$ cat src/rtl/spi_master_pkg.sv
// Shared state type, byte geometry and bit-order helpers for the SPI master shift engine.
package spi_master_pkg;

   typedef enum logic [2:0] {
      ST_IDLE,
      ST_LEAD,
      ST_SHIFT,
      ST_NEXT,
      ST_TRAIL,
      ST_GAP
   } spi_state_e;

   localparam int BITS_PER_BYTE  = 8;
   localparam int EDGES_PER_BYTE = 16;

   function automatic logic first_bit(input logic [BITS_PER_BYTE-1:0] d, input logic lsb_first);
      return lsb_first ? d[0] : d[BITS_PER_BYTE-1];
   endfunction

   function automatic logic [BITS_PER_BYTE-1:0] shift_byte(input logic [BITS_PER_BYTE-1:0] d,
                                                          input logic lsb_first);
      return lsb_first ? {1'b0, d[BITS_PER_BYTE-1:1]} : {d[BITS_PER_BYTE-2:0], 1'b0};
   endfunction

endpackage

$ cat src/rtl/spi_clkgen.sv
// Half-period divider and SCK toggle counter; flags leading and trailing SCK edges.
module spi_clkgen #(
   parameter int DIV_W = 16
) (
   input  logic             sys_clk,
   input  logic             sys_rst,
   input  logic             load,
   input  logic [DIV_W-1:0] div,
   input  logic             tgl_en,
   output logic             hp_done,
   output logic             edge_lead,
   output logic             edge_trail,
   output logic [3:0]       tgl_idx
);

   logic [DIV_W-1:0] cnt_reg;
   logic [3:0]       tgl_reg;

   // Counter reloads from div on expiry, so a half-period is always div+1 cycles.
   always_ff @(posedge sys_clk) begin
      if (sys_rst) begin
         cnt_reg <= '0;
      end else if (load || (cnt_reg == '0)) begin
         cnt_reg <= div;
      end else begin
         cnt_reg <= cnt_reg - 1'b1;
      end
   end

   always_ff @(posedge sys_clk) begin
      if (sys_rst || load) begin
         tgl_reg <= '0;
      end else if (tgl_en && hp_done) begin
         tgl_reg <= tgl_reg + 4'd1;
      end
   end

   assign hp_done    = !load && (cnt_reg == '0);
   assign edge_lead  = tgl_en && hp_done && !tgl_reg[0];
   assign edge_trail = tgl_en && hp_done &&  tgl_reg[0];
   assign tgl_idx    = tgl_reg;

endmodule

$ cat src/rtl/spi_master_xfer.sv
// Byte-oriented SPI master: valid/ready byte requests in, CPOL/CPHA shifting with CS framing out.
module spi_master_xfer #(
   parameter int DIV_W  = 16,
   parameter int CS_GAP = 2
) (
   input  logic             sys_clk,
   input  logic             sys_rst,
   input  logic [DIV_W-1:0] cfg_div,
   input  logic             cfg_cpol,
   input  logic             cfg_cpha,
   input  logic             cfg_lsb_first,
   input  logic             tx_valid,
   output logic             tx_ready,
   input  logic [7:0]       tx_data,
   input  logic             tx_last,
   output logic             rx_valid,
   output logic [7:0]       rx_data,
   output logic             busy,
   output logic             spi_sck,
   output logic             spi_csb,
   output logic             spi_sdo,
   input  logic             spi_sdi,
   output logic             spi_sdoenb
);
   import spi_master_pkg::*;

   localparam int GAP_W = (CS_GAP > 1) ? $clog2(CS_GAP) : 1;

   spi_state_e       state_reg, state_next;
   logic             accept;
   logic [DIV_W-1:0] div_reg;
   logic             cpol_reg, cpha_reg, lsb_reg, last_reg;
   logic [7:0]       tx_sr_reg, rx_sr_reg, rx_data_reg, rx_shifted;
   logic             rx_valid_reg, tx_ready_reg;
   logic             sck_reg, csb_reg, sdo_reg, sdoenb_reg;
   logic [GAP_W-1:0] gap_cnt_reg;

   logic             clk_load, hp_done, edge_lead, edge_trail;
   logic [DIV_W-1:0] clk_div;
   logic [3:0]       tgl_idx;
   logic             sample, update, final_sample, final_tgl;

   assign clk_load = (state_reg == ST_IDLE) || (state_reg == ST_NEXT) || (state_reg == ST_GAP);
   assign clk_div  = clk_load ? cfg_div : div_reg;

   spi_clkgen #(.DIV_W(DIV_W)) u_clkgen (
      .sys_clk    (sys_clk),
      .sys_rst    (sys_rst),
      .load       (clk_load),
      .div        (clk_div),
      .tgl_en     (state_reg == ST_SHIFT),
      .hp_done    (hp_done),
      .edge_lead  (edge_lead),
      .edge_trail (edge_trail),
      .tgl_idx    (tgl_idx)
   );

   // cpha=0 samples on leading edges; the final trailing edge never shifts out a new bit.
   assign sample       = cpha_reg ? edge_trail : edge_lead;
   assign update       = cpha_reg ? edge_lead : (edge_trail && (tgl_idx != 4'(EDGES_PER_BYTE-1)));
   assign final_sample = sample && (tgl_idx[3:1] == 3'b111);
   assign final_tgl    = edge_trail && (tgl_idx == 4'(EDGES_PER_BYTE-1));
   assign rx_shifted   = lsb_reg ? {spi_sdi, rx_sr_reg[7:1]} : {rx_sr_reg[6:0], spi_sdi};

   always_ff @(posedge sys_clk) begin
      if (sys_rst) begin
         state_reg <= ST_IDLE;
      end else begin
         state_reg <= state_next;
      end
   end

   always_comb begin
      state_next = state_reg;
      accept     = tx_valid && tx_ready_reg;
      case (state_reg)
         ST_IDLE:  if (accept)              state_next = ST_LEAD;
         ST_LEAD:  if (hp_done)             state_next = ST_SHIFT;
         ST_SHIFT: if (final_tgl)           state_next = last_reg ? ST_TRAIL : ST_NEXT;
         ST_NEXT:  if (accept)              state_next = ST_SHIFT;
         ST_TRAIL: if (hp_done)             state_next = ST_GAP;
         ST_GAP:   if (gap_cnt_reg == '0)   state_next = ST_IDLE;
         default:                           state_next = ST_IDLE;
      endcase
   end

   always_ff @(posedge sys_clk) begin
      if (sys_rst) begin
         div_reg      <= '0;
         cpol_reg     <= 1'b0;
         cpha_reg     <= 1'b0;
         lsb_reg      <= 1'b0;
         last_reg     <= 1'b0;
         tx_sr_reg    <= '0;
         rx_sr_reg    <= '0;
         rx_data_reg  <= '0;
         rx_valid_reg <= 1'b0;
         tx_ready_reg <= 1'b0;
         sck_reg      <= cfg_cpol;
         csb_reg      <= 1'b1;
         sdo_reg      <= 1'b0;
         sdoenb_reg   <= 1'b1;
         gap_cnt_reg  <= '0;
      end else begin
         rx_valid_reg <= 1'b0;
         tx_ready_reg <= (state_next == ST_IDLE) || (state_next == ST_NEXT);
         if (state_reg == ST_IDLE) begin
            sck_reg <= cfg_cpol;
         end
         if (accept) begin
            div_reg    <= cfg_div;
            cpol_reg   <= cfg_cpol;
            cpha_reg   <= cfg_cpha;
            lsb_reg    <= cfg_lsb_first;
            last_reg   <= tx_last;
            sck_reg    <= cfg_cpol;
            csb_reg    <= 1'b0;
            sdoenb_reg <= 1'b0;
            rx_sr_reg  <= '0;
            // cpha=0 needs the first bit valid before the first (sampling) edge.
            if (!cfg_cpha) begin
               sdo_reg   <= first_bit(tx_data, cfg_lsb_first);
               tx_sr_reg <= shift_byte(tx_data, cfg_lsb_first);
            end else begin
               tx_sr_reg <= tx_data;
            end
         end
         if (state_reg == ST_SHIFT) begin
            if (hp_done) begin
               sck_reg <= ~sck_reg;
            end
            if (update) begin
               sdo_reg   <= first_bit(tx_sr_reg, lsb_reg);
               tx_sr_reg <= shift_byte(tx_sr_reg, lsb_reg);
            end
            if (sample) begin
               rx_sr_reg <= rx_shifted;
               if (final_sample) begin
                  rx_data_reg  <= rx_shifted;
                  rx_valid_reg <= 1'b1;
               end
            end
         end
         if ((state_reg == ST_TRAIL) && hp_done) begin
            csb_reg     <= 1'b1;
            sdoenb_reg  <= 1'b1;
            gap_cnt_reg <= GAP_W'(CS_GAP - 1);
         end
         if ((state_reg == ST_GAP) && (gap_cnt_reg != '0)) begin
            gap_cnt_reg <= gap_cnt_reg - 1'b1;
         end
      end
   end

   assign tx_ready   = tx_ready_reg;
   assign rx_valid   = rx_valid_reg;
   assign rx_data    = rx_data_reg;
   assign busy       = (state_reg != ST_IDLE);
   assign spi_sck    = sck_reg;
   assign spi_csb    = csb_reg;
   assign spi_sdo    = sdo_reg;
   assign spi_sdoenb = sdoenb_reg;

endmodule

$ cat config.mk
export PLATFORM = sky130hd
export DESIGN_NAME = spi_master_xfer
export DESIGN_NICKNAME = d
export VERILOG_FILES = /design/src/rtl/spi_master_pkg.sv /design/src/rtl/spi_clkgen.sv /design/src/rtl/spi_master_xfer.sv
export SDC_FILE = /design/constraint.sdc
export NUM_CORES = 1
export LEC_CHECK = 0
export ABC_AREA = 1
export CAP_MARGIN = 30
export CORE_AREA = 2 2 99 77
export DETAILED_ROUTE_END_ITERATION = 8
export DIE_AREA = 0 0 101 79
export PLACE_DENSITY = 0.86
export REMOVE_ABC_BUFFERS = 1
export SYNTH_ARGS = -nofsm -noshare
export SYNTH_HDL_FRONTEND = slang
export SYNTH_HIERARCHICAL = 1
export SYNTH_SLANG_ARGS = --single-unit
$ cat constraint.sdc
create_clock -name sys_clk -period 2.7 [get_ports sys_clk]
set_clock_uncertainty 0.05 [all_clocks]
set_input_delay 0.405 -clock sys_clk [delete_from_list [all_inputs] [get_ports sys_clk]]
set_output_delay 0.405 -clock sys_clk [all_outputs]
set_load 0.05 [all_outputs]
# After elaboration in Yosys (flattened, before gate mapping)
# Index checks and enable logic that the tools add are counted.
[totals]
ff_bits = 72
latchBits = 0
ramBits = 0
mem_bits_ro = 0
inputBits = 32
out_inout_bits = 15
wordCells = 92
mem_count = 0
[op_classes]
addsub = 3
n_mul = 0
n_div = 0
order_cmp = 0
eq_ne = 9
shifts = 0
muxes = 36
bitwise = 3
reduce_logical = 25
[ops]
columns = ["cell", "count"]
rows = [
  ["8-bit two-way mux", 10],
  ["16-bit two-way mux", 2],
  ["3-bit two-way mux", 7],
  ["3-bit one-hot mux with 6 select lines", 1],
  ["16-bit logical NOT", 1],
  ["1-bit two-way mux", 16],
  ["16-bit by 1-bit subtractor with 16-bit output (second input constant)", 1],
  ["1-bit logical AND", 10],
  ["3-bit by 2-bit equality test with 1-bit output (second input constant)", 3],
  ["3-bit equality test (second input constant)", 3],
  ["3-bit logical NOT", 2],
  ["1-bit logical OR", 5],
  ["4-bit by 1-bit adder with 4-bit output (second input constant)", 1],
  ["4-bit equality test (second input constant)", 1],
  ["4-bit != test (second input constant)", 1],
  ["3-bit by 1-bit equality test with 1-bit output (second input constant)", 1],
  ["1-bit NOT", 3],
  ["3-bit AND reduction", 1],
  ["3-bit nonzero test", 1],
  ["3-bit OR reduction", 1],
  ["1-bit logical NOT", 2],
  ["2-bit nonzero test", 1],
  ["2-bit OR reduction", 1],
  ["1-bit subtractor (second input constant)", 1],
]

# Depth between registers and ports, before layout
# Gate-level depths: netlist (run 1).
[depth]
ltp_word = 12
depth_mapped = 16

# Modules after synthesis
# Netlist (run 1), hierarchy kept.
[by_module_without_submodules]
columns = ["module", "instances", "cells_each", "area_per_inst_um2", "seq_area_each_um2"]
rows = [
  ["spi_master_xfer", 1, 411, 2632.5, 1041.0],
  ["spi_clkgen", 1, 177, 1202.4, 400.4],
]

# Least setup slack after synthesis (run 1)
# Ideal clock, no wire load.
[synth_path]
kind = "reg-to-reg"
start = "reg state_reg[2]"
end = "reg tx_sr_reg[7]"
arrival_time_ns = 2.142
setup_slack_ns = 0.391
stages_incl_launch_ff = 15
path_buffers = 1
period_less_slack_ns = 2.309
path_cell_list = "dfxtp_1 inv_1 nand2_2 nand3_2 buf_2 nor2_2 nand3_1 inv_1 inv_1 o21ai_0 nand2_2 inv_2 nand2_1 nand2_1 nor2_1"
[synth_between]
elab_chain_len = 11
elab_cells_between_ends = 15
cone_classes = "3 x eq/ne; 3 x mux; 9 x reduce/logical"
[synth_lines]
columns = ["item", "line_no", "source"]
rows = [
  ["start: declaration", "spi_master_xfer.sv:29", "spi_state_e state_reg, state_next;"],
  ["start signal: assignment", "spi_master_xfer.sv:69", "state_reg <= state_next;"],
  ["3-bit by 2-bit equality test with 1-bit output or 3-bit logical NOT (tied branches)", "spi_master_xfer.sv:43", "assign clk_load = (state_reg == ST_IDLE) || (state_reg == ST_NEXT) || (state_reg == ST_GAP);"],
  ["1-bit logical OR", "spi_master_xfer.sv:43", ""],
  ["1-bit logical OR (*)", "spi_master_xfer.sv:43", ""],
  ["named net clk_load", "spi_master_xfer.sv:38", "logic clk_load, hp_done, edge_lead, edge_trail;"],
  ["1-bit logical NOT (*)", "spi_clkgen.sv:38", "assign hp_done = !load && (cnt_reg == '0);"],
  ["1-bit logical AND (*)", "spi_clkgen.sv:38", ""],
  ["named net hp_done", "spi_master_xfer.sv:38", ""],
  ["1-bit logical AND (*) (2 in series)", "spi_clkgen.sv:40", "assign edge_trail = tgl_en && hp_done && tgl_reg[0];"],
  ["named net edge_trail", "spi_master_xfer.sv:38", ""],
  ["1-bit logical AND (*)", "spi_master_xfer.sv:60", "assign update = cpha_reg ? edge_lead : (edge_trail && (tgl_idx != 4'(EDGES_PER_BYTE-1)));"],
  ["1-bit two-way mux (*)", "spi_master_xfer.sv:60", ""],
  ["8-bit two-way mux (*)", "spi_master_xfer.sv:132", "if (update) begin"],
  ["8-bit two-way mux (*)", "spi_master_xfer.sv:128", "if (state_reg == ST_SHIFT) begin"],
  ["end signal: assignment", "spi_master_xfer.sv:123", "tx_sr_reg <= shift_byte(tx_data, cfg_lsb_first);"],
  ["end signal: assignment", "spi_master_xfer.sv:125", "tx_sr_reg <= tx_data;"],
  ["end signal: assignment", "spi_master_xfer.sv:134", "tx_sr_reg <= shift_byte(tx_sr_reg, lsb_reg);"],
  ["end: declaration", "spi_master_xfer.sv:33", "logic [7:0] tx_sr_reg, rx_sr_reg, rx_data_reg, rx_shifted;"],
]
# Mark *: on every way through the listed nets, which the timed path passes. The rest lies on a longest branch.
# A chain may end at the register's enable or synchronous reset.

# Worst setup path after layout (run 1)
[layout_path]
start = "reg u_clkgen.cnt_reg[0]"
end = "reg tx_sr_reg[7]"
[layout_between]
elab_chain_len = 8
elab_cells_between_ends = 9
cone_classes = "3 x mux; 6 x reduce/logical"
[layout_lines]
columns = ["item", "line_no", "source"]
rows = [
  ["start: declaration", "spi_clkgen.sv:16", "logic [DIV_W-1:0] cnt_reg;"],
  ["start signal: assignment", "spi_clkgen.sv:24", "cnt_reg <= div;"],
  ["start signal: assignment", "spi_clkgen.sv:26", "cnt_reg <= cnt_reg - 1'b1;"],
  ["16-bit logical NOT", "spi_clkgen.sv:38", ""],
  ["1-bit logical AND", "spi_clkgen.sv:38", ""],
  ["named net hp_done", "spi_master_xfer.sv:38", ""],
  ["1-bit logical AND (2 in series)", "spi_clkgen.sv:40", ""],
  ["named net edge_trail", "spi_master_xfer.sv:38", ""],
  ["1-bit logical AND", "spi_master_xfer.sv:60", ""],
  ["1-bit two-way mux", "spi_master_xfer.sv:60", ""],
  ["8-bit two-way mux", "spi_master_xfer.sv:132", ""],
  ["8-bit two-way mux", "spi_master_xfer.sv:128", ""],
]
# The timed path passes the listed nets, and every way through them passes these cells.

==> reports/summary.txt, run 1 <==
maximum number of pins on one net before global-route repair: 44
top flip-flop cell by instance count after synthesis: sky130_fd_sc_hd__dfxtp_1
quantity of I/O buffers inserted on ports: 46
fin. max-slew vios: 0
share of the clock period used by the worst path: 88.4%
total track usage: 23.9%
initial antenna violation count: 0
DP Area: 4320 µm²
maximum achievable frequency: 0.419 GHz
CP Data Arrival Time: 2.59 ns
sum of negative setup slack: 0 ns
Worst-path clk slew: 0.08 ns
clock latency at the later pin of the worst-skew pair: 0.36 ns
critical path class: reg2reg
path class of the lowest-slack min-delay path: reg2reg
global-route wire length before repair: 15300 µm
sequential area share after synthesis: 37.6%
number of storage elements in the synthesis netlist: 72
overflow left after global routing: 0
Critical Path Sink Type: flop
total detailed-routing wirelength: 9060 µm
1st-iter DRT viols: 231
post-detailed-placement half-perimeter wirelength: 6290 µm
effective utilization at floorplan: 54.1%
unrepaired setup endpoints after global routing: no
Worst-Margin Slew: 0.506 ns
I/O pin count: 47
average instance area after synthesis: 6.52 µm²
per-cell via count in the routed design: 5.35
core region area: 7090 µm²
number of vias after detailed routing: 3861
vias in the first global route: 3434
biggest fanout along the worst timing path: 10
Resized cells post-CTS: 0
final instance area: 4570 µm²
clock tree from TritonCTS: built
drc violations: 0
final hold vios: 0
sinks on the clock net: 72
number of enable flip-flop cells after synthesis: 0
required arrival time at the worst endpoint: 2.90 ns
remaining max-slew budget at the tightest pin: 66.1%
fraction of layout instances using a drive strength above 1: 8.98%
DIE WIDTH: 101 µm
number of levels in the clock H-tree: 3
First-pass DRT Iterations: 5
row cnt: 27
Syn. warnings: 6
relative area change from synthesis to final layout: 19.1%
total of endpoints with negative setup slack in the final report: 0
Net count, final: 664
Antenna diodes: 0
maximum clock insertion buffer count: 2
cells after synthesis: 588
number of CTS-inserted buffers: 9
result of the run: complete, no violations
count of antenna-violating nets left after detailed routing: 0
ys async rst share: 0%
Die Y-Extent: 79 µm
Maximum Capacitance Violations: 0
launching element type of the critical path: flop
post-synthesis cell area: 3830 µm²
DIE AREA: 7980 µm²
cell at the root of the clock tree: sky130_fd_sc_hd__clkbuf_8
post-route minimum period: 2.39 ns
power density of the placed cells: 581 nW/µm²
gp weighted congestion: 0.854
worst supply voltage drop on vdd: 0.000334 V
static power due to leakage: 1.95 nW
average routed wire per standard cell: 12.5 µm
count of cell types in the netlist: 33
==> routing by layer <==
layer	wire (µm)	vias up	global-route usage [%]	share of wire (%)
met3	620	24	5.72	6.8
li1	-	1977	-	-
met2	3940	149	36.5	43
met5	0	-	0	0
met4	189	0	11.1	2.1
met1	4310	1711	31.9	48
==> worst max-delay path: stages, from the launching register on <==
cell and delay, ns:
sky130_fd_sc_hd__dfxtp_1 0.33, sky130_fd_sc_hd__inv_1 0.09, sky130_fd_sc_hd__ha_1 0.22, sky130_fd_sc_hd__nand2_2 0.12, sky130_fd_sc_hd__nor2_2 0.13, sky130_fd_sc_hd__nand2_2 0.09, sky130_fd_sc_hd__nor2_2 0.17, sky130_fd_sc_hd__nand3_1 0.12
sky130_fd_sc_hd__inv_1 0.11, sky130_fd_sc_hd__inv_1 0.07, sky130_fd_sc_hd__o21ai_0 0.22, sky130_fd_sc_hd__nand2_2 0.18, sky130_fd_sc_hd__inv_2 0.21, sky130_fd_sc_hd__nand2_1 0.07, sky130_fd_sc_hd__nand2_1 0.06, sky130_fd_sc_hd__nor2_1 0.05
==> layout by cell type, fill, tap and decap left out, drive strengths merged <==
master / netlist / routed
inv: 59 / 61
o21bai: 1 / 1
clkinv: 1 / 4
a211oi: 4 / 4
nor2: 100 / 100
a21oi: 46 / 46
or2: 1 / 1
nand4: 4 / 4
xor2: 8 / 8
nor3: 2 / 2
clkbuf: 9 / 9
nand3b: 2 / 2
bufinv: 0 / 2
xnor2: 4 / 4
ha: 2 / 2
clkdlybuf4s50: 0 / 46
nand3: 28 / 28
nand2: 148 / 148
o21ai: 81 / 81
dfxtp: 72 / 72
o211ai: 2 / 2
buf: 14 / 8
==> power by group <==
| group | switching, W | internal [W] | total [W] |
|---|---|---|---|
| Clock | 0.000449 | 0.000531 | 0.000980 |
| Sequential | 0.0000452 | 0.00113 | 0.00117 |
| Combinational | 0.000310 | 0.000191 | 0.000501 |
==> path summary, 6_finish.rpt <==
kind	start	to	slack, ns	depth (start not counted)
hold / removal	div_reg[14]	div_reg[14]	0.40	2
setup reg to reg	u_clkgen/cnt_reg[0]	tx_sr_reg[7]	0.31	15
hold reg to reg	div_reg[14]	div_reg[14]	0.40	2
setup / recovery	u_clkgen/cnt_reg[0]	tx_sr_reg[7]	0.31	15
==> what timing repair did <==
item / in CTS / in global routing
setup endpoints to repair: 0 / 8
setup buffers: 0 / 2
hold buffers: 0 / 0
==> kinds of logic (layout without fill, tap and decap cells) <==
family | Yosys count | count (layout) | synth area share, %
adders and majority gates | 2 | 2 | 0.652
xor gates and xnor gates | 12 | 12 | 2.74
DFF | 72 | 72 | 37.6
and+or+nand+nor | 285 | 285 | 31.2
AOI/OAI and AO/OA | 134 | 134 | 18.5
buffers and inverters | 83 | 130 | 9.27
==> stage by stage <==
stage | total power, W | utilization, % | std cells | hold WS, ns | setup WS [ns]
floorplan | 0.00153 | - | 565 | 0.377 | 0.0578
global placement | 0.00167 | 60.9 | 704 | 0.382 | 0.379
CTS | 0.00266 | 64.1 | 720 | 0.402 | 0.208
detailed placement | 0.00169 | 60.9 | 704 | 0.391 | 0.226
global route | 0.00278 | 64.4 | 722 | 0.418 | 0.0889
finish | 0.00265 | 64.4 | 722 | 0.399 | 0.312
==> cells in the mapped netlist (4+ instances only) <==
cell type,number,area (µm²)
sky130_fd_sc_hd__nand2_1,139,522
sky130_fd_sc_hd__nor2_1,87,327
sky130_fd_sc_hd__o21ai_0,76,380
sky130_fd_sc_hd__dfxtp_1,72,1440
sky130_fd_sc_hd__inv_1,57,214
sky130_fd_sc_hd__a21oi_1,41,205
sky130_fd_sc_hd__nand3_1,27,135
sky130_fd_sc_hd__nor2_2,12,75.1
sky130_fd_sc_hd__clkbuf_1,9,33.8
sky130_fd_sc_hd__buf_2,8,40.0
sky130_fd_sc_hd__nand2_2,8,50.1
sky130_fd_sc_hd__xor2_1,8,70.1
sky130_fd_sc_hd__a21oi_2,5,43.8
sky130_fd_sc_hd__a211oi_1,4,30.0
sky130_fd_sc_hd__nand4_1,4,25.0
sky130_fd_sc_hd__o21ai_1,4,20.0
sky130_fd_sc_hd__xnor2_1,4,35.0
==> area by class of cell <==
class / instances / area, µm²
Inverter: 60 / 229
Tap cell: 87 / 109
Fill cell: 588 / 2530
Clock buffer: 9 / 124
Timing Repair Buffer: 54 / 520
Clock inverter: 7 / 104
Multi-Input combinational cell: 433 / 2040
Sequential cell: 72 / 1440
No activity file was read; power rests on OpenSTA's default activity.
==> inputs of run 2 (changes only) <==
==> constraint.sdc (replaced) <==
create_clock -name sys_clk -period 2.7 [get_ports sys_clk]
set_clock_uncertainty 0.05 [all_clocks]
set_input_delay 0.54 -clock sys_clk [delete_from_list [all_inputs] [get_ports sys_clk]]
set_output_delay 0.54 -clock sys_clk [all_outputs]
set_load 0.05 [all_outputs]
==> run 2 against run 1 <==
  * Cell count down 0.14%
  * Highest routed layer unchanged
  * Critical path type is now reg2out
  * Clock-buffer cell count unchanged
  * Sequential share of layout area up 0.10 points
  * Largest cell class unchanged
  * Critical endpoint is now busy
  * Final area down 0.33%
  * Die area unchanged
  * Combinational power down 0.8%
==> reports/summary.txt, run 2 (synthesis results as in run 1) <==
result of the run: complete, no violations (unchanged)
Worst-path clk slew: 0.08 ns (about the same)
global-route wire length before repair: 15300 µm (about the same)
vias in the first global route: 3458 (was 3434)
post-route minimum period: 2.47 ns (was 2.39 ns)
average routed wire per standard cell: 12.1 µm (was 12.5 µm)
required arrival time at the worst endpoint: 2.11 ns (was 2.90 ns)
relative area change from synthesis to final layout: 18.7% (was 19.1%)
Worst-Margin Slew: 0.535 ns (was 0.506 ns)
drc violations: 0 (unchanged)
CP Data Arrival Time: 1.88 ns (was 2.59 ns)
Critical Path Sink Type: output pin (was flop)
fraction of layout instances using a drive strength above 1: 8.83% (was 8.98%)
critical path class: reg2out (was reg2reg)
commonest non-fill, non-tap cells in the layout: 139 x sky130_fd_sc_hd__nand2_1, 87 x sky130_fd_sc_hd__nor2_1, 76 x sky130_fd_sc_hd__o21ai_0, 72 x sky130_fd_sc_hd__dfxtp_1, 57 x sky130_fd_sc_hd__inv_1 (unchanged)
filler instances: 618 (was 588)
fin. max-slew vios: 0 (unchanged)
Antenna diodes: 0 (unchanged)
clock tree from TritonCTS: built (unchanged)
maximum clock insertion buffer count: 2 (unchanged)
final hold vios: 0 (unchanged)
power density of the placed cells: 574 nW/µm² (was 581 nW/µm²)
static power due to leakage: 1.93 nW (was 1.95 nW)
DP Worst Slack: 0.198 ns (was 0.226 ns)
area taken by flip-flops and latches: 1440 µm² (unchanged)
Net count, final: 663 (was 664)
sinks on the clock net: 72 (unchanged)
worst r2r src: u_clkgen/cnt_reg[0] (unchanged)
overflow left after global routing: 0 (unchanged)
number of levels in the clock H-tree: 3 (unchanged)
initial antenna violation count: 0 (unchanged)
number of vias after detailed routing: 3759 (was 3861)
startpoint of the lowest-slack hold path: div_reg[5] (was div_reg[14])
core region area: 7090 µm² (unchanged)
remaining max-slew budget at the tightest pin: 64.2% (was 66.1%)
total of endpoints with negative setup slack in the final report: 0 (unchanged)
setup ws final: 0.234 ns (was 0.312 ns)
worst supply voltage drop on vdd: 0.000269 V (was 0.000334 V)
number of CTS-inserted buffers: 9 (unchanged)
Multi-input gate area: 2040 µm² (unchanged)
sum of negative setup slack: 0 ns (unchanged)
launching element type of the critical path: flop (unchanged)
per-cell via count in the routed design: 5.21 (was 5.35)
First-pass DRT Iterations: 5 (unchanged)
cell at the root of the clock tree: sky130_fd_sc_hd__clkbuf_8 (unchanged)
quantity of I/O buffers inserted on ports: 46 (unchanged)
maximum number of pins on one net before global-route repair: 44 (unchanged)
effective utilization at floorplan: 54.1% (unchanged)
row cnt: 27 (unchanged)
total track usage: 23.8% (was 23.9%)
gp weighted congestion: 0.855 (was 0.854)
Critical path origin: state_reg[2] (was u_clkgen/cnt_reg[0])
share of the clock period used by the worst path: 91.3% (was 88.4%)
post-detailed-placement half-perimeter wirelength: 6010 µm (was 6290 µm)
total power: 0.00261 W (was 0.00265 W)
biggest fanout along the worst timing path: 7 (was 10)
Die Y-Extent: 79 µm (unchanged)
count of antenna-violating nets left after detailed routing: 0 (unchanged)
DIE WIDTH: 101 µm (unchanged)
leading cell type in the layout, fill and taps excluded: sky130_fd_sc_hd__nand2_1 (unchanged)
I/O pin count: 47 (unchanged)
path class of the lowest-slack min-delay path: reg2reg (unchanged)
DIE AREA: 7980 µm² (unchanged)
maximum achievable frequency: 0.405 GHz (was 0.419 GHz)
clock latency at the later pin of the worst-skew pair: 0.35 ns (was 0.36 ns)
1st-iter DRT viols: 257 (was 231)
total detailed-routing wirelength: 8740 µm (was 9060 µm)
hold buffer count at CTS: 0 (unchanged)
Maximum Capacitance Violations: 0 (unchanged)
## run 2: layer usage
layer  share of wire, %  track usage, %  wire [µm]  up-vias
met4                1.3            7.57        112        0
met2                 44            38.6       3840      122
met1                 48            31.6       4220     1660
met5                  0               0          0        -
li1                   -               -          -     1967
met3                6.5            5.55        564       10
## run 2: timing repair
action	CTS	global route
endpoints found under the setup margin	0	9
setup buffers	0	1
resized for setup	0	0
## run 2: report_power, final
part / switching (W) / internal, W
registers: 0.0000458 / 0.00113
logic: 0.000307 / 0.000191
clock network: 0.000422 / 0.000519
total: 0.000774 / 0.00184
## run 2: worst paths after layout
kind         cells after the start  slack (ns)            to
max                              3        0.23          busy
min                              2        0.40    div_reg[5]
max reg2reg                     15        0.31  tx_sr_reg[7]
min reg2reg                      2        0.40    div_reg[5]
## run 2: through the flow
step           std cells  util [%]  hold WS, ns  instance area (µm²)
2_1_floorplan        565         -        0.377                 3710
3_3_place_gp         704      60.9        0.383                 4320
3_5_place_dp         704      60.9        0.389                 4320
4_1_cts              720      64.0        0.400                 4540
5_1_grt              721      64.1        0.426                 4550
6_report             721      64.1        0.399                 4550
## run 2: area by class of cell
type	instances	area share [%]
clock inverters	7	2.12
clock buffers	9	2.72
flip-flops and latches	72	31.7
repair buffers	53	11.3
inverters	60	5.03
well taps	87	2.39
multi-input cells	433	44.8
## run 2: worst max-delay path, cell delays in order (launching register included)
cell and delay, ns:
sky130_fd_sc_hd__dfxtp_1 0.45, sky130_fd_sc_hd__inv_1 0.13, sky130_fd_sc_hd__nand2_2 0.14, sky130_fd_sc_hd__clkdlybuf4s50_1 0.81
